<file path="config.mk">
export PLATFORM = sky130hd
export DESIGN_NAME = run_sequencer_flat
export DESIGN_NICKNAME = d
export VERILOG_FILES = /design/src/rtl/run_pkg.sv /design/src/rtl/run_sequencer_if.sv /design/src/rtl/run_sequencer_phase_watchdog.sv /design/src/rtl/run_sequencer.sv /design/src/flat_wrapper.sv
export SDC_FILE = /design/constraint.sdc
export NUM_CORES = 1
export LEC_CHECK = 0
export CORE_MARGIN = 4
export CORE_UTILIZATION = 40
export CTS_BUF_LIST = sky130_fd_sc_hd__clkbuf_4 sky130_fd_sc_hd__clkbuf_8
export CTS_CLUSTER_DIAMETER = 80
export DETAILED_ROUTE_END_ITERATION = 10
export PLACE_DENSITY_LB_ADDON = 0.2
export SLEW_MARGIN = 40
export SYNTH_ARGS = -nofsm -noshare
export SYNTH_HDL_FRONTEND = slang
export SYNTH_SLANG_ARGS = --single-unit
</file>
<file path="constraint.sdc">
create_clock -name clk -period 2.6 [get_ports clk]
set_input_delay 0.26 -clock clk [delete_from_list [all_inputs] [get_ports clk]]
set_output_delay 0.26 -clock clk [all_outputs]
set_load 0.05 [all_outputs]
</file>
<file path="src/rtl/run_pkg.sv">
// run_pkg: shared types and helpers for the run sequencer.
//   state_t    - 3-bit controller state encoding (also driven out on the state port)
//   run_mode_t - 2-bit run request sampled together with start
//   is_busy()  - true in the four phase states
//   entry_state() - first state of a run for a given mode
package run_pkg;

    typedef enum logic [2:0] {
        ST_IDLE    = 3'd0,
        ST_RX_IMEM = 3'd1,
        ST_RX_DMEM = 3'd2,
        ST_EXEC    = 3'd3,
        ST_TX_DMEM = 3'd4,
        ST_DONE    = 3'd5,
        ST_ERROR   = 3'd6
    } state_t;

    typedef enum logic [1:0] {
        MODE_FULL = 2'd0,
        MODE_DATA = 2'd1,
        MODE_EXEC = 2'd2,
        MODE_RSVD = 2'd3
    } run_mode_t;

    function automatic logic is_busy(input state_t s);
        return (s inside {ST_RX_IMEM, ST_RX_DMEM, ST_EXEC, ST_TX_DMEM});
    endfunction

    // The reserved mode falls back to a full load.
    function automatic state_t entry_state(input run_mode_t m);
        case (m)
            MODE_DATA: return ST_RX_DMEM;
            MODE_EXEC: return ST_EXEC;
            default:   return ST_RX_IMEM;
        endcase
    endfunction

endpackage

</file>
<file path="src/rtl/run_sequencer_if.sv">
// run_sequencer_if: bundles the run controller's request/handshake signals and
// the UART/processor/memory port signals.
//   slave  - seen by run_sequencer (requests, done pulses, source ports in;
//            muxed ports, pulses, descriptors and status out)
//   master - seen by the surrounding system / testbench
interface run_sequencer_if #(
    parameter int CORE_COUNT  = 2,
    parameter int REG_WIDTH   = 12,
    parameter int DMEM_ADDR_W = 12,
    parameter int IMEM_ADDR_W = 8,
    parameter int TIME_W      = 26
);
    localparam int DATA_W = CORE_COUNT * REG_WIDTH;

    // requests and phase completion
    logic                   start;
    logic [1:0]             run_mode;
    logic                   imem_rx_done;
    logic                   dmem_rx_done;
    logic                   dmem_tx_done;
    logic                   proc_done;
    logic                   rx_byte_valid;
    logic                   ins_byte_valid;
    logic                   data_byte_valid;

    // data memory ports
    logic [DMEM_ADDR_W-1:0] uart_dmem_addr;
    logic [DATA_W-1:0]      uart_dmem_wdata;
    logic                   uart_dmem_we;
    logic [DMEM_ADDR_W-1:0] proc_dmem_addr;
    logic [DATA_W-1:0]      proc_dmem_wdata;
    logic                   proc_dmem_we;
    logic [DMEM_ADDR_W-1:0] dmem_addr;
    logic [DATA_W-1:0]      dmem_wdata;
    logic                   dmem_we;

    // instruction memory ports
    logic [IMEM_ADDR_W-1:0] uart_imem_addr;
    logic [IMEM_ADDR_W-1:0] proc_imem_addr;
    logic [IMEM_ADDR_W-1:0] imem_addr;

    // control pulses, descriptors, status
    logic                   proc_start;
    logic                   tx_start;
    logic [DMEM_ADDR_W-1:0] rx_end_addr;
    logic [DMEM_ADDR_W-1:0] tx_start_addr;
    logic [DMEM_ADDR_W-1:0] tx_end_addr;
    logic [2:0]             state;
    logic                   busy;
    logic [TIME_W-1:0]      exec_cycles;
    logic                   err;
    logic [2:0]             err_state;

    modport slave (
        input  start, run_mode, imem_rx_done, dmem_rx_done, dmem_tx_done, proc_done,
        input  rx_byte_valid,
        input  uart_dmem_addr, uart_dmem_wdata, uart_dmem_we,
        input  proc_dmem_addr, proc_dmem_wdata, proc_dmem_we,
        input  uart_imem_addr, proc_imem_addr,
        output ins_byte_valid, data_byte_valid,
        output dmem_addr, dmem_wdata, dmem_we, imem_addr,
        output proc_start, tx_start,
        output rx_end_addr, tx_start_addr, tx_end_addr,
        output state, busy, exec_cycles, err, err_state
    );

    modport master (
        output start, run_mode, imem_rx_done, dmem_rx_done, dmem_tx_done, proc_done,
        output rx_byte_valid,
        output uart_dmem_addr, uart_dmem_wdata, uart_dmem_we,
        output proc_dmem_addr, proc_dmem_wdata, proc_dmem_we,
        output uart_imem_addr, proc_imem_addr,
        input  ins_byte_valid, data_byte_valid,
        input  dmem_addr, dmem_wdata, dmem_we, imem_addr,
        input  proc_start, tx_start,
        input  rx_end_addr, tx_start_addr, tx_end_addr,
        input  state, busy, exec_cycles, err, err_state
    );

endinterface

</file>
<file path="src/rtl/run_sequencer_phase_watchdog.sv">
// phase_watchdog: per-phase stall detector.
//   clk, rst - clock, asynchronous active-high reset
//   clear    - zero the count (any state change)
//   enable   - count this cycle (busy phases)
//   timeout  - the count steps to all-ones at the end of this cycle
// A phase that never completes therefore lasts exactly 2**WDOG_W - 1 cycles.
module phase_watchdog #(
    parameter int WDOG_W = 24
) (
    input  logic clk,
    input  logic rst,
    input  logic clear,
    input  logic enable,
    output logic timeout
);
    localparam logic [WDOG_W-1:0] ALL_ONES  = '1;
    localparam logic [WDOG_W-1:0] LAST_STEP = ~(WDOG_W'(1));

    logic [WDOG_W-1:0] count;

    // NOTE: state registers use non-blocking assignments so every flop samples
    // pre-edge values; blocking here would create order-dependent simulation.
    always_ff @(posedge clk or posedge rst) begin
        if (rst) begin
            count <= '0;
        end else if (clear) begin
            count <= '0;
        end else if (enable && (count != ALL_ONES)) begin
            count <= count + WDOG_W'(1);
        end
    end

    assign timeout = enable && (count == LAST_STEP);

endmodule

</file>
<file path="src/rtl/run_sequencer.sv">
// run_sequencer: top-level run controller of the multi-core matrix processor.
// Sequences instruction load, data load, execution and result upload, with
// data-only and execute-only re-runs, a per-phase watchdog and an error state.
//   clk, rst - clock, asynchronous active-high reset
//   bus      - run_sequencer_if.slave: start/run_mode request, phase done
//              pulses, UART byte strobe gating, dmem/imem arbitration,
//              proc_start/tx_start pulses, captured result descriptors,
//              state/busy/err status and the execution cycle count.
module run_sequencer
    import run_pkg::*;
#(
    parameter int CORE_COUNT   = 2,
    parameter int REG_WIDTH    = 12,
    parameter int DMEM_ADDR_W  = 12,
    parameter int IMEM_ADDR_W  = 8,
    parameter int TIME_W       = 26,
    parameter int WDOG_W       = 24,
    parameter int RX_END_LOC   = 7,
    parameter int TX_START_LOC = 5,
    parameter int TX_END_LOC   = 8
) (
    input  logic             clk,
    input  logic             rst,
    run_sequencer_if.slave   bus
);
    localparam int DATA_W = CORE_COUNT * REG_WIDTH;
    localparam logic [TIME_W-1:0] TIME_MAX = '1;

    state_t state;
    state_t state_next;
    logic   wdog_timeout;
    logic   entering_exec;
    logic   entering_tx;

    logic                   proc_start_q;
    logic                   tx_start_q;
    logic [TIME_W-1:0]      exec_q;
    logic [2:0]             err_state_q;
    logic [DMEM_ADDR_W-1:0] rx_end_q;
    logic [DMEM_ADDR_W-1:0] tx_start_q_addr;
    logic [DMEM_ADDR_W-1:0] tx_end_q;

    logic [DMEM_ADDR_W-1:0] dmem_addr_mux;
    logic [DATA_W-1:0]      dmem_wdata_mux;
    logic                   dmem_we_mux;
    logic [IMEM_ADDR_W-1:0] imem_addr_mux;

    // ------------------------------------------------------------------
    // Watchdog: restarts on every state change, counts only in busy phases.
    // ------------------------------------------------------------------
    phase_watchdog #(.WDOG_W(WDOG_W)) u_watchdog (
        .clk     (clk),
        .rst     (rst),
        .clear   (state_next != state),
        .enable  (is_busy(state)),
        .timeout (wdog_timeout)
    );

    // ------------------------------------------------------------------
    // Next-state logic. Completion is tested before the timeout so a done
    // pulse arriving in the timeout cycle still advances the run.
    // ------------------------------------------------------------------
    // NOTE: every always_comb output gets a default first, so no path can
    // leave it unassigned and infer a latch.
    always_comb begin
        state_next = state;
        case (state)
            ST_IDLE, ST_DONE: begin
                if (bus.start) state_next = entry_state(run_mode_t'(bus.run_mode));
            end
            ST_RX_IMEM: begin
                if (bus.imem_rx_done)   state_next = ST_RX_DMEM;
                else if (wdog_timeout)  state_next = ST_ERROR;
            end
            ST_RX_DMEM: begin
                if (bus.dmem_rx_done)   state_next = ST_EXEC;
                else if (wdog_timeout)  state_next = ST_ERROR;
            end
            ST_EXEC: begin
                if (bus.proc_done)      state_next = ST_TX_DMEM;
                else if (wdog_timeout)  state_next = ST_ERROR;
            end
            ST_TX_DMEM: begin
                if (bus.dmem_tx_done)   state_next = ST_DONE;
                else if (wdog_timeout)  state_next = ST_ERROR;
            end
            ST_ERROR: begin
                if (bus.start)          state_next = ST_IDLE;
            end
            default:                    state_next = ST_IDLE;
        endcase
    end

    assign entering_exec = (state_next == ST_EXEC)    && (state != ST_EXEC);
    assign entering_tx   = (state_next == ST_TX_DMEM) && (state != ST_TX_DMEM);

    // ------------------------------------------------------------------
    // State register and registered pulses/status. The start pulses are
    // flopped so they line up with the first cycle of the new phase.
    // ------------------------------------------------------------------
    always_ff @(posedge clk or posedge rst) begin
        if (rst) begin
            state        <= ST_IDLE;
            proc_start_q <= 1'b0;
            tx_start_q   <= 1'b0;
            exec_q       <= '0;
            err_state_q  <= '0;
        end else begin
            state        <= state_next;
            proc_start_q <= entering_exec;
            tx_start_q   <= entering_tx;

            // Execution timer: restart on entry, saturate instead of wrapping,
            // hold the last value between runs.
            if (entering_exec) begin
                exec_q <= '0;
            end else if ((state == ST_EXEC) && (exec_q != TIME_MAX)) begin
                exec_q <= exec_q + TIME_W'(1);
            end

            if ((state_next == ST_ERROR) && (state != ST_ERROR)) begin
                err_state_q <= state;
            end else if ((state == ST_ERROR) && (state_next == ST_IDLE)) begin
                err_state_q <= '0;
            end
        end
    end

    // ------------------------------------------------------------------
    // Result descriptors: snooped from UART writes during the data load and
    // kept across runs so an execute-only run reuses them.
    // ------------------------------------------------------------------
    always_ff @(posedge clk or posedge rst) begin
        if (rst) begin
            rx_end_q        <= '0;
            tx_start_q_addr <= '0;
            tx_end_q        <= '0;
        end else if ((state == ST_RX_DMEM) && bus.uart_dmem_we) begin
            if (bus.uart_dmem_addr == DMEM_ADDR_W'(RX_END_LOC))
                rx_end_q <= bus.uart_dmem_wdata[DMEM_ADDR_W-1:0];
            if (bus.uart_dmem_addr == DMEM_ADDR_W'(TX_START_LOC))
                tx_start_q_addr <= bus.uart_dmem_wdata[DMEM_ADDR_W-1:0];
            if (bus.uart_dmem_addr == DMEM_ADDR_W'(TX_END_LOC))
                tx_end_q <= bus.uart_dmem_wdata[DMEM_ADDR_W-1:0];
        end
    end

    // ------------------------------------------------------------------
    // Memory port arbitration: ports are parked at zero outside the phases
    // that own them, so no stray write can reach dmem.
    // ------------------------------------------------------------------
    always_comb begin
        dmem_addr_mux  = '0;
        dmem_wdata_mux = '0;
        dmem_we_mux    = 1'b0;
        imem_addr_mux  = '0;
        case (state)
            ST_RX_IMEM: begin
                imem_addr_mux  = bus.uart_imem_addr;
            end
            ST_RX_DMEM, ST_TX_DMEM: begin
                dmem_addr_mux  = bus.uart_dmem_addr;
                dmem_wdata_mux = bus.uart_dmem_wdata;
                dmem_we_mux    = bus.uart_dmem_we;
            end
            ST_EXEC: begin
                dmem_addr_mux  = bus.proc_dmem_addr;
                dmem_wdata_mux = bus.proc_dmem_wdata;
                dmem_we_mux    = bus.proc_dmem_we;
                imem_addr_mux  = bus.proc_imem_addr;
            end
            default: ;
        endcase
    end

    // ------------------------------------------------------------------
    // Output drive
    // ------------------------------------------------------------------
    assign bus.dmem_addr       = dmem_addr_mux;
    assign bus.dmem_wdata      = dmem_wdata_mux;
    assign bus.dmem_we         = dmem_we_mux;
    assign bus.imem_addr       = imem_addr_mux;
    assign bus.ins_byte_valid  = bus.rx_byte_valid && (state == ST_RX_IMEM);
    assign bus.data_byte_valid = bus.rx_byte_valid && (state == ST_RX_DMEM);
    assign bus.proc_start      = proc_start_q;
    assign bus.tx_start        = tx_start_q;
    assign bus.rx_end_addr     = rx_end_q;
    assign bus.tx_start_addr   = tx_start_q_addr;
    assign bus.tx_end_addr     = tx_end_q;
    assign bus.state           = state;
    assign bus.busy            = is_busy(state);
    assign bus.exec_cycles     = exec_q;
    assign bus.err             = (state == ST_ERROR);
    assign bus.err_state       = err_state_q;

endmodule

</file>
<file path="src/flat_wrapper.sv">
// flat-port wrapper written by rule: the top's interface ports become plain ports
module run_sequencer_flat import run_pkg::*;
#(
    parameter int CORE_COUNT   = 2,
    parameter int REG_WIDTH    = 12,
    parameter int DMEM_ADDR_W  = 12,
    parameter int IMEM_ADDR_W  = 8,
    parameter int TIME_W       = 26,
    parameter int WDOG_W       = 24,
    parameter int RX_END_LOC   = 7,
    parameter int TX_START_LOC = 5,
    parameter int TX_END_LOC   = 8
)
  (clk, rst, bus_start, bus_run_mode, bus_imem_rx_done, bus_dmem_rx_done, bus_dmem_tx_done, bus_proc_done, bus_rx_byte_valid, bus_uart_dmem_addr, bus_uart_dmem_wdata, bus_uart_dmem_we, bus_proc_dmem_addr, bus_proc_dmem_wdata, bus_proc_dmem_we, bus_uart_imem_addr, bus_proc_imem_addr, bus_ins_byte_valid, bus_data_byte_valid, bus_dmem_addr, bus_dmem_wdata, bus_dmem_we, bus_imem_addr, bus_proc_start, bus_tx_start, bus_rx_end_addr, bus_tx_start_addr, bus_tx_end_addr, bus_state, bus_busy, bus_exec_cycles, bus_err, bus_err_state);
  run_sequencer_if #(.CORE_COUNT(CORE_COUNT), .REG_WIDTH(REG_WIDTH), .DMEM_ADDR_W(DMEM_ADDR_W), .IMEM_ADDR_W(IMEM_ADDR_W), .TIME_W(TIME_W)) bus_i ();
  input  logic clk;
  input  logic rst;
  input wire logic [$bits(bus_i.start)-1:0] bus_start;
  input wire logic [$bits(bus_i.run_mode)-1:0] bus_run_mode;
  input wire logic [$bits(bus_i.imem_rx_done)-1:0] bus_imem_rx_done;
  input wire logic [$bits(bus_i.dmem_rx_done)-1:0] bus_dmem_rx_done;
  input wire logic [$bits(bus_i.dmem_tx_done)-1:0] bus_dmem_tx_done;
  input wire logic [$bits(bus_i.proc_done)-1:0] bus_proc_done;
  input wire logic [$bits(bus_i.rx_byte_valid)-1:0] bus_rx_byte_valid;
  input wire logic [$bits(bus_i.uart_dmem_addr)-1:0] bus_uart_dmem_addr;
  input wire logic [$bits(bus_i.uart_dmem_wdata)-1:0] bus_uart_dmem_wdata;
  input wire logic [$bits(bus_i.uart_dmem_we)-1:0] bus_uart_dmem_we;
  input wire logic [$bits(bus_i.proc_dmem_addr)-1:0] bus_proc_dmem_addr;
  input wire logic [$bits(bus_i.proc_dmem_wdata)-1:0] bus_proc_dmem_wdata;
  input wire logic [$bits(bus_i.proc_dmem_we)-1:0] bus_proc_dmem_we;
  input wire logic [$bits(bus_i.uart_imem_addr)-1:0] bus_uart_imem_addr;
  input wire logic [$bits(bus_i.proc_imem_addr)-1:0] bus_proc_imem_addr;
  output wire logic [$bits(bus_i.ins_byte_valid)-1:0] bus_ins_byte_valid;
  output wire logic [$bits(bus_i.data_byte_valid)-1:0] bus_data_byte_valid;
  output wire logic [$bits(bus_i.dmem_addr)-1:0] bus_dmem_addr;
  output wire logic [$bits(bus_i.dmem_wdata)-1:0] bus_dmem_wdata;
  output wire logic [$bits(bus_i.dmem_we)-1:0] bus_dmem_we;
  output wire logic [$bits(bus_i.imem_addr)-1:0] bus_imem_addr;
  output wire logic [$bits(bus_i.proc_start)-1:0] bus_proc_start;
  output wire logic [$bits(bus_i.tx_start)-1:0] bus_tx_start;
  output wire logic [$bits(bus_i.rx_end_addr)-1:0] bus_rx_end_addr;
  output wire logic [$bits(bus_i.tx_start_addr)-1:0] bus_tx_start_addr;
  output wire logic [$bits(bus_i.tx_end_addr)-1:0] bus_tx_end_addr;
  output wire logic [$bits(bus_i.state)-1:0] bus_state;
  output wire logic [$bits(bus_i.busy)-1:0] bus_busy;
  output wire logic [$bits(bus_i.exec_cycles)-1:0] bus_exec_cycles;
  output wire logic [$bits(bus_i.err)-1:0] bus_err;
  output wire logic [$bits(bus_i.err_state)-1:0] bus_err_state;
  assign bus_i.start = bus_start;
  assign bus_i.run_mode = bus_run_mode;
  assign bus_i.imem_rx_done = bus_imem_rx_done;
  assign bus_i.dmem_rx_done = bus_dmem_rx_done;
  assign bus_i.dmem_tx_done = bus_dmem_tx_done;
  assign bus_i.proc_done = bus_proc_done;
  assign bus_i.rx_byte_valid = bus_rx_byte_valid;
  assign bus_i.uart_dmem_addr = bus_uart_dmem_addr;
  assign bus_i.uart_dmem_wdata = bus_uart_dmem_wdata;
  assign bus_i.uart_dmem_we = bus_uart_dmem_we;
  assign bus_i.proc_dmem_addr = bus_proc_dmem_addr;
  assign bus_i.proc_dmem_wdata = bus_proc_dmem_wdata;
  assign bus_i.proc_dmem_we = bus_proc_dmem_we;
  assign bus_i.uart_imem_addr = bus_uart_imem_addr;
  assign bus_i.proc_imem_addr = bus_proc_imem_addr;
  assign bus_ins_byte_valid = bus_i.ins_byte_valid;
  assign bus_data_byte_valid = bus_i.data_byte_valid;
  assign bus_dmem_addr = bus_i.dmem_addr;
  assign bus_dmem_wdata = bus_i.dmem_wdata;
  assign bus_dmem_we = bus_i.dmem_we;
  assign bus_imem_addr = bus_i.imem_addr;
  assign bus_proc_start = bus_i.proc_start;
  assign bus_tx_start = bus_i.tx_start;
  assign bus_rx_end_addr = bus_i.rx_end_addr;
  assign bus_tx_start_addr = bus_i.tx_start_addr;
  assign bus_tx_end_addr = bus_i.tx_end_addr;
  assign bus_state = bus_i.state;
  assign bus_busy = bus_i.busy;
  assign bus_exec_cycles = bus_i.exec_cycles;
  assign bus_err = bus_i.err;
  assign bus_err_state = bus_i.err_state;
  run_sequencer #(.CORE_COUNT(CORE_COUNT), .REG_WIDTH(REG_WIDTH), .DMEM_ADDR_W(DMEM_ADDR_W), .IMEM_ADDR_W(IMEM_ADDR_W), .TIME_W(TIME_W), .WDOG_W(WDOG_W), .RX_END_LOC(RX_END_LOC), .TX_START_LOC(TX_START_LOC), .TX_END_LOC(TX_END_LOC)) u_core (.clk(clk), .rst(rst), .bus(bus_i));
endmodule
</file>
## Word-level counts from Yosys, hierarchy flattened

Cells that the tools add are included.

| storage, ports and cells | value |
|---|---|
| flip-flop bits (word level) | 94 |
| output and inout port bits | 119 |
| logic and storage cells | 72 |

| operators by class | value |
|---|---|
| add/sub/neg operators | 2 |
| eq/ne operators | 21 |
| mux-type cells | 19 |
| reductions and logical operators | 21 |

Operator list:

| kind | number |
|---|---|
| $mux 26 | 2 |
| $mux 24 | 2 |
| $pmux 24 s2 | 1 |
| $mux 3 | 9 |
| $add 26x1->26 const B | 1 |
| $ne 26x26->1 const B | 1 |
| $add 24x1->24 const B | 1 |
| $eq 12x3->1 const B | 2 |
| $eq 24x24->1 const B | 1 |
| $ne 24x24->1 const B | 1 |
| $pmux 12 s2 | 1 |
| $pmux 3 s6 | 1 |
| $pmux 8 s2 | 1 |
| $eq 3x3->1 const B | 5 |
| $eq 12x4->1 const B | 1 |
| $logic_and 1x1->1 | 10 |
| $eq 3x2->1 const B | 3 |
| $logic_not 3->1 | 2 |
| $ne 3x3->1 const B | 2 |
| $reduce_and 2->1 | 3 |
| $reduce_bool 2->1 | 3 |
| $pmux 2 s2 | 1 |
| $reduce_bool 4->1 | 1 |
| $reduce_or 2->1 | 2 |
| other kinds (6) | 6 |

## Longest topological paths before layout

Gate-level depths: netlist of the first run.

| depth | value |
|---|---|
| depth after elaboration | 10 |
| depth in mapped cells | 10 |
| mapped depth without buffers | 8 |

## Hierarchy

Synthesis of the first run repeated with hierarchy kept, for this count alone.

| second synthesis, totals | value |
|---|---|
| cell total of the unflattened synthesis | 558 |
| area total of the unflattened synthesis | 5,701.7 µm² |

Modules (own cells, without submodules):

| module | instances | cells each | area an instance (µm²) | seq. area each (µm²) |
|---|---|---|---|---|
| run_sequencer | 1 | 378 | 3,991.3 | 1,751.7 |
| phase_watchdog | 1 | 180 | 1,710.4 | 600.6 |

## Least setup slack after synthesis of the first run

OpenSTA, ideal clock, no wires.

| timing | value |
|---|---|
| path type | register -> output |
| from | register u_core.state[1], in the netlist u_core.bus.state[1] |
| to | output port bus_dmem_addr[11] |
| arrival time | 2.284 ns |
| required time | 2.340 ns |
| setup slack | 0.056 ns |
| stages on the path, launching flop included | 7 |
| path through | dfrtp_1 > buf_4 > and3b_1 > clkbuf_1 > clkbuf_1 > clkbuf_1 > a22o_1 |

| on the way | value |
|---|---|
| cells in the longest elaborated chain, start to end | 3 |
| elaborated cells on any way between the ends | 5 |
| those cells by class | 3 x eq/ne; 1 x mux; 1 x reduce/logical |

Ends and longest elaborated chain:

| element | RTL line | text |
|---|---|---|
| start, declared | run_sequencer.sv:29 | `state_t state;` |
| start signal, assigned | run_sequencer.sv:109 | `state <= state_next;` |
| $eq 3x3->1 / $eq 3x2->1 (equally long branches) | run_sequencer.sv:157 | `case (state)` |
| $reduce_or 2->1 | run_sequencer.sv:157 |  |
| $pmux 12 s2 (*) | run_sequencer.sv:157 |  |
| end, declared | flat_wrapper.sv:35 | `output wire logic [$bits(bus_i.dmem_addr)-1:0] bus_dmem_addr;` |

Mark *: on every way between the ends. The rest lies on a longest branch, timed or not.

## Worst setup path after layout of the first run

| timing | value |
|---|---|
| from | register u_core.state[2], in the netlist u_core.bus.state[2] |
| to | output port bus_dmem_wdata[10] |

| on the way | value |
|---|---|
| cells in the longest elaborated chain, start to end | 3 |
| elaborated cells on any way between the ends | 5 |
| those cells by class | 3 x eq/ne; 1 x mux; 1 x reduce/logical |

Ends and longest elaborated chain:

| element | RTL line | text |
|---|---|---|
| $eq 3x3->1 / $eq 3x2->1 (equally long branches) | run_sequencer.sv:157 |  |
| $reduce_or 2->1 | run_sequencer.sv:157 |  |
| $pmux 24 s2 (*) | run_sequencer.sv:157 |  |
| end, declared | flat_wrapper.sv:36 | `output wire logic [$bits(bus_i.dmem_wdata)-1:0] bus_dmem_wdata;` |

Marks and branches as above.

==> impl_metrics.env, run 1 <==
export IMPL_status="finished clean"
export IMPL_drt_pass1_iter_count=5
export IMPL_worstPathArrival_ns=2.17
export IMPL_synth_enable_flop_cells=0
export IMPL_root_buffer="clkbuf_8"
export IMPL_peakVddDrop_v=0.000712
export IMPL_grt_pass1_vias=4989
export IMPL_grt_max_degree=47
export IMPL_cp_required_ns=2.34
export IMPL_clock_fmax_mhz=412
export IMPL_leakage_nw=3.67
export IMPL_drive_above_1_share_pct=19.0
export IMPL_numCtsBuffers=9
export IMPL_drtAntennaViolNets=0
export IMPL_grtUsageTotal_pct=21.6
export IMPL_wire_per_inst_um=17.9
export IMPL_grt_pass1_wl_mm=25.7
export IMPL_async_flop_share_pct=100
export IMPL_slew_violations=0
export IMPL_crit_path_max_incr_delay_ns=0.45
export IMPL_grt_antenna_before_repair=0
export IMPL_yosysUniqueCellTypes=63
export IMPL_hold_path_class="input port to async pin"
export IMPL_routed_wirelength_mm=16.3
export IMPL_fin_worst_skew_ns=0.0125
export IMPL_finalSetupTns_ns=0
export IMPL_clk_latency_ns=0.36
export IMPL_rows=41
export IMPL_dieArea_mm2=0.0151
export IMPL_syn_area_per_cell_um2=10.3
export IMPL_grt_overflow=0
export IMPL_hold_viol_final=0
export IMPL_drc_errors=0
export IMPL_antenna_cells=0
export IMPL_setup_violations=0
export IMPL_critPathMaxFanout=36
export IMPL_rsz0062_at_grt="false"
export IMPL_tightestPinTransition_ns=0.680
export IMPL_die_w_um=123
export IMPL_num_vias=4882
export IMPL_syn_instance_count=511
export IMPL_core_area_mm2=0.0128
export IMPL_synthFlopType="dfrtp_1"
export IMPL_final_cell_mix="clkdlybuf4s50_1, dfrtp_1, nor2_1"
export IMPL_cts_tree="done"
export IMPL_crit_family="buffers and inverters"
export IMPL_maxSlewHeadroom_pct=54.0
export IMPL_ys_ff_latch=94
export IMPL_ys_warnings_count=0
export IMPL_start_util_pct=41.2
export IMPL_clk_path_buf_depth=2
export IMPL_die_h_um=123
export IMPL_via_per_inst=5.37
export IMPL_gp_congestion=0.855
export IMPL_hpwl_mm=12.5
export IMPL_critPathKind="flip-flop to output pin"
export IMPL_min_period_ns=2.43
export IMPL_syn_area_mm2=0.00526
export IMPL_n_fill_cell=988
export IMPL_hold_buffers=0
export IMPL_final_common_cell="clkdlybuf4s50_1"
export IMPL_syn_nets=615
export IMPL_worstSetupEndpointType="output pin"
export IMPL_clk_pin_slew_ns=0.10
export IMPL_crit_buf_inv=3
export IMPL_final_core_util_pct=65.0
export IMPL_cts_htree_levels=3
export IMPL_drt_iter0_drc=285
export IMPL_syn2layout_area_growth_pct=57.8
export IMPL_slowest_stage="dfrtp_1"
export IMPL_worst_setup_path_start_kind="flip-flop"
export IMPL_port_buffers=218
export IMPL_final_nets=836
export IMPL_max_cap_violations=0
export IMPL_crit_path_cell_trace="buf_12, and3b_1, buf_6, a22o_1, buf_12"
export IMPL_clock_sinks=94
export IMPL_synth_seq_area_share_pct=44.7
export IMPL_cpMostUsedCell="buf_12"
export IMPL_period_share_pct=93.5
export IMPL_ioPinCount=219
export IMPL_power_density_mw_per_mm2=1010
cell usage after synthesis, types with 2 or more instances:
master	count	share of area, %
dfrtp_1	94	45
o21ai_0	8	0.76
inv_1	11	0.78
buf_2	10	0.95
clkbuf_1	11	0.78
nand4_1	16	1.9
a21o_1	3	0.43
nand4_2	3	0.71
nand2_1	24	1.7
o211a_1	2	0.38
xnor2_1	12	2.0
or2_2	3	0.36
and2_1	6	0.71
buf_4	2	0.29
nor2_1	69	4.9
mux2_2	36	7.7
and3_1	12	1.4
and4_1	3	0.50
a21oi_1	13	1.2
mux2i_1	11	2.1
nor3_1	8	0.76
and3_4	2	0.43
nor4b_1	3	0.50
nor4_4	2	0.81
a31oi_1	2	0.24
a211oi_1	3	0.43
buf_6	3	0.64
nand2b_1	3	0.36
nor2b_1	4	0.48
xor2_1	32	5.3
ha_1	4	0.95
nor4_1	2	0.24
a22o_1	38	6.3
o21a_1	2	0.29
nand3_1	26	2.5
where the power goes:
group          switching (mW)  internal [mW]  leakage [nW]  total (mW)
Clock                   0.505          0.452        0.0917       0.957
Sequential              0.113           1.55          1.30        1.67
Combinational            3.34           2.45          2.27        5.79
Total                    3.96           4.46          3.67        8.42
timing repair:
item / CTS / global route
buffers inserted: 0 / 0
resized for setup: 0 / 1
setup endpoints to repair: 0 / 25
per-stage QoR:
stage / cell area (um^2) / cells / setup slack, ns / total power, mW / hold WS [ns]
after floorplan: 5270 / 511 / 0.0560 / 5.02 / 0.410
after global placement: 8110 / 893 / 0.115 / 7.45 / 0.488
after detailed placement: 8110 / 893 / 0.0363 / 7.52 / 0.494
after CTS: 8300 / 909 / 0.0355 / 8.50 / 0.255
after global routing: 8300 / 909 / 0.0629 / 8.81 / 0.283
final: 8300 / 909 / 0.170 / 8.42 / 0.263
cell families (layout without fill, tap and decap cells):
kind of cell | Yosys count | count (layout) | synth area share, %
muxes | 47 | 47 | 9.79
xor gates and xnor gates | 44 | 44 | 7.32
adders and majority gates | 5 | 5 | 1.14
AOI/OAI and AO/OA | 87 | 87 | 13.6
buffers and inverters | 38 | 264 | 3.52
DFF | 94 | 94 | 44.7
and+or+nand+nor | 196 | 196 | 19.9
registers in the layout, indices dropped and copies added, names as in the netlist:
register	count
u_core.bus.rx_end_addr	12
u_core.bus.exec_cycles	26
u_core.bus.tx_start	1
u_core.bus.err_state	3
u_core.u_watchdog.count	24
u_core.bus.tx_start_addr	12
u_core.bus.state	3
u_core.bus.proc_start	1
u_core.bus.tx_end_addr	12
final timing paths:
path	from	to	slack, ns	cells past startpoint
max	u_core.bus.state[2]$_DFF_PP0_	bus_dmem_wdata[10]	0.17	5
min	rst	u_core.u_watchdog.count[12]$_DFFE_PP0P_	0.26	2
max reg2reg	u_core.bus.state[0]$_DFF_PP0_	u_core.bus.rx_end_addr[9]$_DFFE_PP0P_	0.27	7
min reg2reg	u_core.bus.rx_end_addr[11]$_DFFE_PP0P_	u_core.bus.rx_end_addr[11]$_DFFE_PP0P_	0.52	1
max in group asynchronous	rst	u_core.bus.exec_cycles[7]$_DFFE_PP0P_	1.59	3
min in group clk	u_core.bus.rx_end_addr[11]$_DFFE_PP0P_	u_core.bus.rx_end_addr[11]$_DFFE_PP0P_	0.52	1
metal layers:
layer,up-vias,wire length [um],global-route usage (%)
met2,180,8270,37.3
met4,0,279,5.53
met1,2392,6550,26.6
met5,-,0,0
li1,2291,-,-
met3,19,1170,6.22
layout make-up:
type,count,area [um^2],area share (%)
flip-flops and latches,94,2350,28.3
well taps,172,215,2.59
repair buffers,237,2770,33.4
clock buffers,10,131,1.58
multi-input cells,379,2730,32.8
inverters,11,45.0,0.542
clock inverters,6,62.6,0.753
No activity file was read; power rests on OpenSTA's default activity.
==> inputs of run 2 (changes only) <==
--- a/config.mk
+++ b/config.mk
@@ -5,12 +5,14 @@
 export SDC_FILE = /design/constraint.sdc
 export NUM_CORES = 1
 export LEC_CHECK = 0
+export ABC_AREA = 1
 export CORE_MARGIN = 4
-export CORE_UTILIZATION = 40
+export CORE_UTILIZATION = 41
 export CTS_BUF_LIST = sky130_fd_sc_hd__clkbuf_4 sky130_fd_sc_hd__clkbuf_8
 export CTS_CLUSTER_DIAMETER = 80
 export DETAILED_ROUTE_END_ITERATION = 10
 export PLACE_DENSITY_LB_ADDON = 0.2
+export RECOVER_POWER = 50
 export SLEW_MARGIN = 40
 export SYNTH_ARGS = -nofsm -noshare
 export SYNTH_HDL_FRONTEND = slang
==> run 2 against run 1 <==
Clock power is 0.4% lower. Total power is 7.9% lower. Cell count is 23% higher. Largest power group unchanged.
==> impl_metrics.env, run 2 <==
export IMPL_place_area_mm2=0.00835
export IMPL_slew_violations=0
export IMPL_num_vias=5487
export IMPL_grt_overflow=0
export IMPL_core_area_mm2=0.0132
export IMPL_max_cap_violations=0
export IMPL_worstSetupEndpointType="output pin"
export IMPL_min_period_ns=2.46
export IMPL_wire_per_inst_um=15.6
export IMPL_clk_path_buf_depth=2
export IMPL_critPathKind="flip-flop to output pin"
export IMPL_critPathMaxFanout=45
export IMPL_cts_tree="done"
export IMPL_hpwl_mm=13.6
export IMPL_fin_worst_skew_ns=0.00756
export IMPL_yosysTopAreaCell="dfrtp_1"
export IMPL_final_cell_mix="nand2_1, clkdlybuf4s50_1, dfrtp_1"
export IMPL_grt_pass1_wl_mm=26.8
export IMPL_syn_area_per_cell_um2=7.68
export IMPL_maxSlewHeadroom_pct=23.9
export IMPL_synth_seq_area_share_pct=42.6
export IMPL_stdcell_area_mm2=0.00852
export IMPL_dieArea_mm2=0.0154
export IMPL_clk_pin_slew_ns=0.09
export IMPL_power_density_mw_per_mm2=910
export IMPL_yosysUniqueCellTypes=45
export IMPL_antenna_cells=0
export IMPL_hold_viol_final=0
export IMPL_rsz0062_at_grt="false"
export IMPL_synth_enable_flop_cells=0
export IMPL_synth_top_area_share_pct=42.6
export IMPL_peakVddDrop_v=0.000705
export IMPL_async_flop_share_pct=100
export IMPL_routed_wirelength_mm=17.4
export IMPL_crit_path_max_incr_delay_ns=0.51
export IMPL_numCtsBuffers=9
export IMPL_syn_instance_count=719
export IMPL_yosysMostFrequentCell="nand2_1"
export IMPL_drc_errors=0
export IMPL_syn_nets=823
export IMPL_synthFlopType="dfrtp_1"
export IMPL_hold_path_class="flip-flop to flip-flop"
export IMPL_final_common_cell="nand2_1"
export IMPL_gp_congestion=0.849
export IMPL_slowest_stage="dfrtp_1"
export IMPL_ys_top_cells_by_count="nand2_1, dfrtp_1, inv_1, o21ai_0, nand3_1"
export IMPL_port_buffers=218
export IMPL_crit_path_cell_trace="buf_4, nand3_2, inv_2, buf_8, nand2_1, o21ai_0, buf_12"
export IMPL_clock_fmax_mhz=406
export IMPL_rows=42
export IMPL_clock_sinks=94
export IMPL_drive_above_1_share_pct=15.2
export IMPL_die_w_um=124
export IMPL_start_util_pct=41.7
export IMPL_fin_hold_ws_ns=0.483
export IMPL_clk_latency_ns=0.37
export IMPL_status="finished clean"
export IMPL_tightestPinTransition_ns=1.13
export IMPL_cp_required_ns=2.34
export IMPL_final_nets=1039
export IMPL_grt_antenna_before_repair=1
export IMPL_holdPathStages=2
export IMPL_syn2layout_area_growth_pct=54.3
export IMPL_reg2reg_depth=11
export IMPL_ioPinCount=219
export IMPL_ys_warnings_count=0
export IMPL_worstPathArrival_ns=2.20
export IMPL_drt_pass1_iter_count=6
export IMPL_period_share_pct=94.8
export IMPL_ys_ff_latch=94
export IMPL_largest_reg_flops=26
export IMPL_synthTopCellsByArea="dfrtp_1, nand2_1, o21ai_0, inv_1, nand3_1"
export IMPL_setup_violations=0
export IMPL_grt_max_degree=46
export IMPL_drtAntennaViolNets=0
export IMPL_worst_setup_path_start_kind="flip-flop"
export IMPL_via_per_inst=4.92
export IMPL_drt_iter0_drc=386
export IMPL_cts_setup_buffers=0
export IMPL_root_buffer="clkbuf_8"
export IMPL_grt_pass1_vias=5141
export IMPL_leakage_nw=3.89
export IMPL_die_h_um=124
export IMPL_grtUsageTotal_pct=22.0
export IMPL_syn_area_mm2=0.00552
export IMPL_cts_htree_levels=3
[run 2: cell count changes after synthesis, sizes merged, moves of 10 or more]
cell / before / now
a21oi: 13 / 3
a22o: 38 / 8
a32o: 0 / 17
and3: 14 / 1
inv: 11 / 105
mux2: 36 / 0
mux2i: 11 / 0
nand2: 24 / 180
nand3: 26 / 58
nor3: 8 / 18
o21ai: 8 / 75
xor2: 32 / 11
[run 2: final timing paths]
path	from	to	slack, ns
worst max-delay path	u_core.bus.state[1]$_DFF_PP0_	bus_dmem_wdata[4]	0.14
worst min-delay path	u_core.bus.tx_start_addr[4]$_DFFE_PP0P_	u_core.bus.tx_start_addr[4]$_DFFE_PP0P_	0.48
worst max register to register	u_core.bus.state[2]$_DFF_PP0_	u_core.u_watchdog.count[12]$_DFFE_PP0P_	0.28
worst min register to register	u_core.bus.tx_start_addr[4]$_DFFE_PP0P_	u_core.bus.tx_start_addr[4]$_DFFE_PP0P_	0.48
max in group asynchronous	rst	u_core.bus.state[0]$_DFF_PP0_	0.63
min in group asynchronous	rst	u_core.bus.tx_start_addr[11]$_DFFE_PP0P_	0.56
[run 2: worst max-delay path: cells and delay by family (launching register included)]
family	cells	cell delay [ns]
buf+inv	4	0.83
compound gates	1	0.18
simple gates	2	0.28
flops	1	0.51
[run 2: routing by layer]
layer / GRT usage (%) / share of wire [%] / up-vias / routed length, um
li1: - / - / 2769 / -
met1: 31.1 / 44 / 2528 / 7560
met2: 33.4 / 47 / 169 / 8230
met3: 7.99 / 8.1 / 19 / 1400
met4: 3.15 / 0.89 / 2 / 154
met5: 0 / 0.075 / - / 13
[run 2: final cells by class]
class / count / area, um^2
clock buffers: 13 / 166
clock inverters: 3 / 25.0
repair buffers: 231 / 2720
well taps: 176 / 220
inverters: 105 / 398
flip-flops and latches: 94 / 2350
multi-input cells: 494 / 2640
fillers: 1138 / 4720
[run 2: timing repair]
| item | 4_1_cts | 5_1_grt |
|---|---|---|
| endpoints found under the setup margin | 3 | 29 |
| hold buffers | 0 | 0 |
| resized for setup | 1 | 3 |
| hold endpoints to repair | 0 | 0 |
[run 2: through the flow]
stage,std cells,utilization [%],setup WS (ns),power [mW],setup TNS [ns]
6_report,1116,64.4,0.136,7.76,0
5_1_grt,1116,64.4,0.0170,8.09,0
4_1_cts,1116,64.5,0.0778,7.79,0
3_5_place_dp,1100,63.0,0.0870,6.81,0
3_3_place_gp,1100,63.0,0.125,6.80,0
2_1_floorplan,719,-,-0.0875,4.72,-1.75
[run 2: logic make-up (layout without fill, tap and decap cells)]
kind of cell,Yosys count,count (layout),share of synthesized area [%]
compound gates,114,114,13.2
xor+xnor,20,20,3.17
fa+ha+maj,4,4,0.906
buf+inv,131,352,9.92
flops,94,94,42.6
simple gates,356,356,30.2
[run 2: where the power goes]
group          total, mW  switching, mW  internal (mW)
registers           1.65          0.104           1.54
clock network      0.953          0.523          0.430
logic               5.16           3.17           1.98
total               7.76           3.80           3.96
==> inputs of run 3 (changes only) <==
--- a/config.mk
+++ b/config.mk
@@ -12,7 +12,7 @@
 export CTS_CLUSTER_DIAMETER = 80
 export DETAILED_ROUTE_END_ITERATION = 10
 export PLACE_DENSITY_LB_ADDON = 0.2
-export RECOVER_POWER = 50
+export RECOVER_POWER = 100
 export SLEW_MARGIN = 40
 export SYNTH_ARGS = -nofsm -noshare
 export SYNTH_HDL_FRONTEND = slang
==> run 3 against run 2 <==
Sequential share of layout area increased by 1.3 points. Total power decreased by 8.5%. Clock skew increased by 0.0015 ns. Register-to-register slack about the same. Fmax decreased by 2.2%. Critical path depth decreased by 1. Routed wire length about the same. Largest cell class is now multi-input gates.
==> impl_metrics.env, run 3 (synthesis gave the netlist of run 2 again) <==
export IMPL_status="finished clean"
export IMPL_worstSetupEndpointType="output pin"
export IMPL_clk_path_buf_depth=2
export IMPL_pwr_share_comb_pct=63.4
export IMPL_antenna_cells=0
export IMPL_hold_buffers=0
export IMPL_power_density_mw_per_mm2=872
export IMPL_die_h_um=124
export IMPL_num_vias=5488
export IMPL_grt_pass1_wl_mm=26.8
export IMPL_total_power_mw=7.10
export IMPL_rows=42
export IMPL_hold_path_class="flip-flop to flip-flop"
export IMPL_max_cap_violations=0
export IMPL_critPathMaxFanout=45
export IMPL_final_cell_mix="nand2_1, clkdlybuf4s50_1, dfrtp_1"
export IMPL_final_nets=1039
export IMPL_wire_per_inst_um=15.5
export IMPL_clk_pin_slew_ns=0.09
export IMPL_p_sw_mw=3.67
export IMPL_drive_above_1_share_pct=12.3
export IMPL_min_from="u_core.bus.tx_start_addr[4]$_DFFE_PP0P_"
export IMPL_slew_violations=0
export IMPL_ioPinCount=219
export IMPL_grt_pass1_vias=5141
export IMPL_power_share_sequential_pct=23.2
export IMPL_holdPathStages=2
export IMPL_syn2layout_area_growth_pct=47.5
export IMPL_tightestPinTransition_ns=1.13
export IMPL_largest_reg_flops=26
export IMPL_whs_endpoint="u_core.bus.tx_start_addr[4]$_DFFE_PP0P_"
export IMPL_hold_viol_final=0
export IMPL_timing_rr_end="u_core.u_watchdog.count[12]$_DFFE_PP0P_"
export IMPL_grtUsageTotal_pct=22.0
export IMPL_rsz0062_at_grt="false"
export IMPL_grt_max_degree=46
export IMPL_reg2reg_depth=11
export IMPL_worst_setup_path_start_kind="flip-flop"
export IMPL_drt_pass1_iter_count=5
export IMPL_port_buffers=218
export IMPL_drt_iter0_drc=390
export IMPL_cts_htree_levels=3
export IMPL_final_cells=1116
export IMPL_root_buffer="clkbuf_8"
export IMPL_fin_worst_skew_ns=0.00903
export IMPL_drc_errors=0
export IMPL_clk_latency_ns=0.37
export IMPL_hpwl_mm=13.6
export IMPL_rrSetupSlack_ns=0.29
export IMPL_dieArea_mm2=0.0154
export IMPL_drtAntennaViolNets=0
export IMPL_cts_setup_buffers=0
export IMPL_via_per_inst=4.92
export IMPL_clock_fmax_mhz=397
export IMPL_period_share_pct=96.9
export IMPL_cp_required_ns=2.34
export IMPL_die_w_um=124
export IMPL_core_area_mm2=0.0132
export IMPL_swShare_pct=51.7
export IMPL_grt_antenna_before_repair=1
export IMPL_final_core_util_pct=61.5
export IMPL_min_period_ns=2.52
export IMPL_start_util_pct=41.7
export IMPL_final_common_cell="nand2_1"
export IMPL_worstPathArrival_ns=2.26
export IMPL_clock_sinks=94
export IMPL_power_internal_mw=3.43
export IMPL_gp_congestion=0.849
export IMPL_routed_wirelength_mm=17.3
export IMPL_critPathKind="flip-flop to output pin"
export IMPL_maxSlewHeadroom_pct=24.2
export IMPL_grt_overflow=0
export IMPL_setup_violations=0
export IMPL_cts_tree="done"
export IMPL_reg2reg_from="u_core.bus.state[2]$_DFF_PP0_"
export IMPL_p_clk_share_pct=13.4
export IMPL_dpl_cell_count=1100
export IMPL_numCtsBuffers=9
export IMPL_peakVddDrop_v=0.000701
export IMPL_leakage_nw=3.80
-- run 3: cell types whose count changed in the layout (fill, tap and decap cells not counted), moves of 7 or more --
cell	change
clkinv_1	+13
clkbuf_2	+16
dlygate4sd3_1	+25
nor2_2	-12
buf_12	-22
clkdlybuf4s50_1	-25
inv_2	-13
nor2_1	+12
buf_2	+7
-- run 3: worst max path at each step --
stage                                        startpoint                                endpoint  slack, ns  depth (start not counted)
after floorplan           u_core.bus.state[1]$_DFF_PP0_                        bus_dmem_addr[1]      -0.09                          6
after global placement    u_core.bus.state[2]$_DFF_PP0_   u_core.bus.exec_cycles[3]$_DFFE_PP0P_       0.13                         10
after detailed placement  u_core.bus.state[2]$_DFF_PP0_  u_core.bus.exec_cycles[11]$_DFFE_PP0P_       0.09                         11
after CTS                 u_core.bus.state[2]$_DFF_PP0_  u_core.bus.exec_cycles[11]$_DFFE_PP0P_       0.08                         11
after global routing      u_core.bus.state[1]$_DFF_PP0_                       bus_dmem_wdata[4]       0.02                          7
final                     u_core.bus.state[1]$_DFF_PP0_                        bus_dmem_addr[9]       0.08                          6
-- run 3: power groups by stage --
stage	clock [mW]	combinational (mW)	sequential, mW
6_report	0.954	4.50	1.65
5_1_grt	1.03	4.73	1.66
4_1_cts	0.989	5.15	1.65
3_5_place_dp	0	5.14	1.68
3_3_place_gp	0	5.13	1.67
2_1_floorplan	0	2.83	1.90
-- run 3: cell type report --
class	instances	area, um^2
Multi-Input combinational cell	494	2600
Tap cell	176	220
Fill cell	1189	5100
Timing Repair Buffer	231	2380
Sequential cell	94	2350
Clock buffer	13	166
Clock inverter	3	25.0
Inverter	105	398
-- run 3: repair_timing --
| action | in CTS | in global routing |
|---|---|---|
| endpoints found under the setup margin | 3 | 29 |
| endpoints found under the hold margin | 0 | 0 |
| gates resized for setup | 1 | 3 |
-- run 3: through the flow --
stage / setup WS (ns) / TNS, ns / hold slack [ns] / area, um^2
2_1_floorplan: -0.0875 / -1.75 / 0.409 / 5530
3_3_place_gp: 0.125 / 0 / 0.464 / 8350
3_5_place_dp: 0.0870 / 0 / 0.475 / 8350
4_1_cts: 0.0778 / 0 / 0.306 / 8540
5_1_grt: 0.0189 / 0 / 0.513 / 8150
6_report: 0.0817 / 0 / 0.483 / 8150
-- run 3: per-layer routing --
| layer | global-route usage, % | vias to the layer above | part of all wire [%] | routed length, um |
|---|---|---|---|---|
| met2 | 33.4 | 156 | 47 | 8180 |
| met5 | 0 | - | 0.075 | 13 |
| met4 | 3.15 | 2 | 0.91 | 158 |
| met3 | 7.99 | 16 | 7.7 | 1340 |
| met1 | 31.1 | 2547 | 44 | 7650 |
| li1 | - | 2767 | - | - |
-- run 3: critical path, stage by stage, from the launching register on --
cell and delay (ns):
dfrtp_1 0.51, buf_4 0.20, nand3_2 0.20, inv_2 0.17, buf_8 0.27, a32o_1 0.22
buf_2 0.28
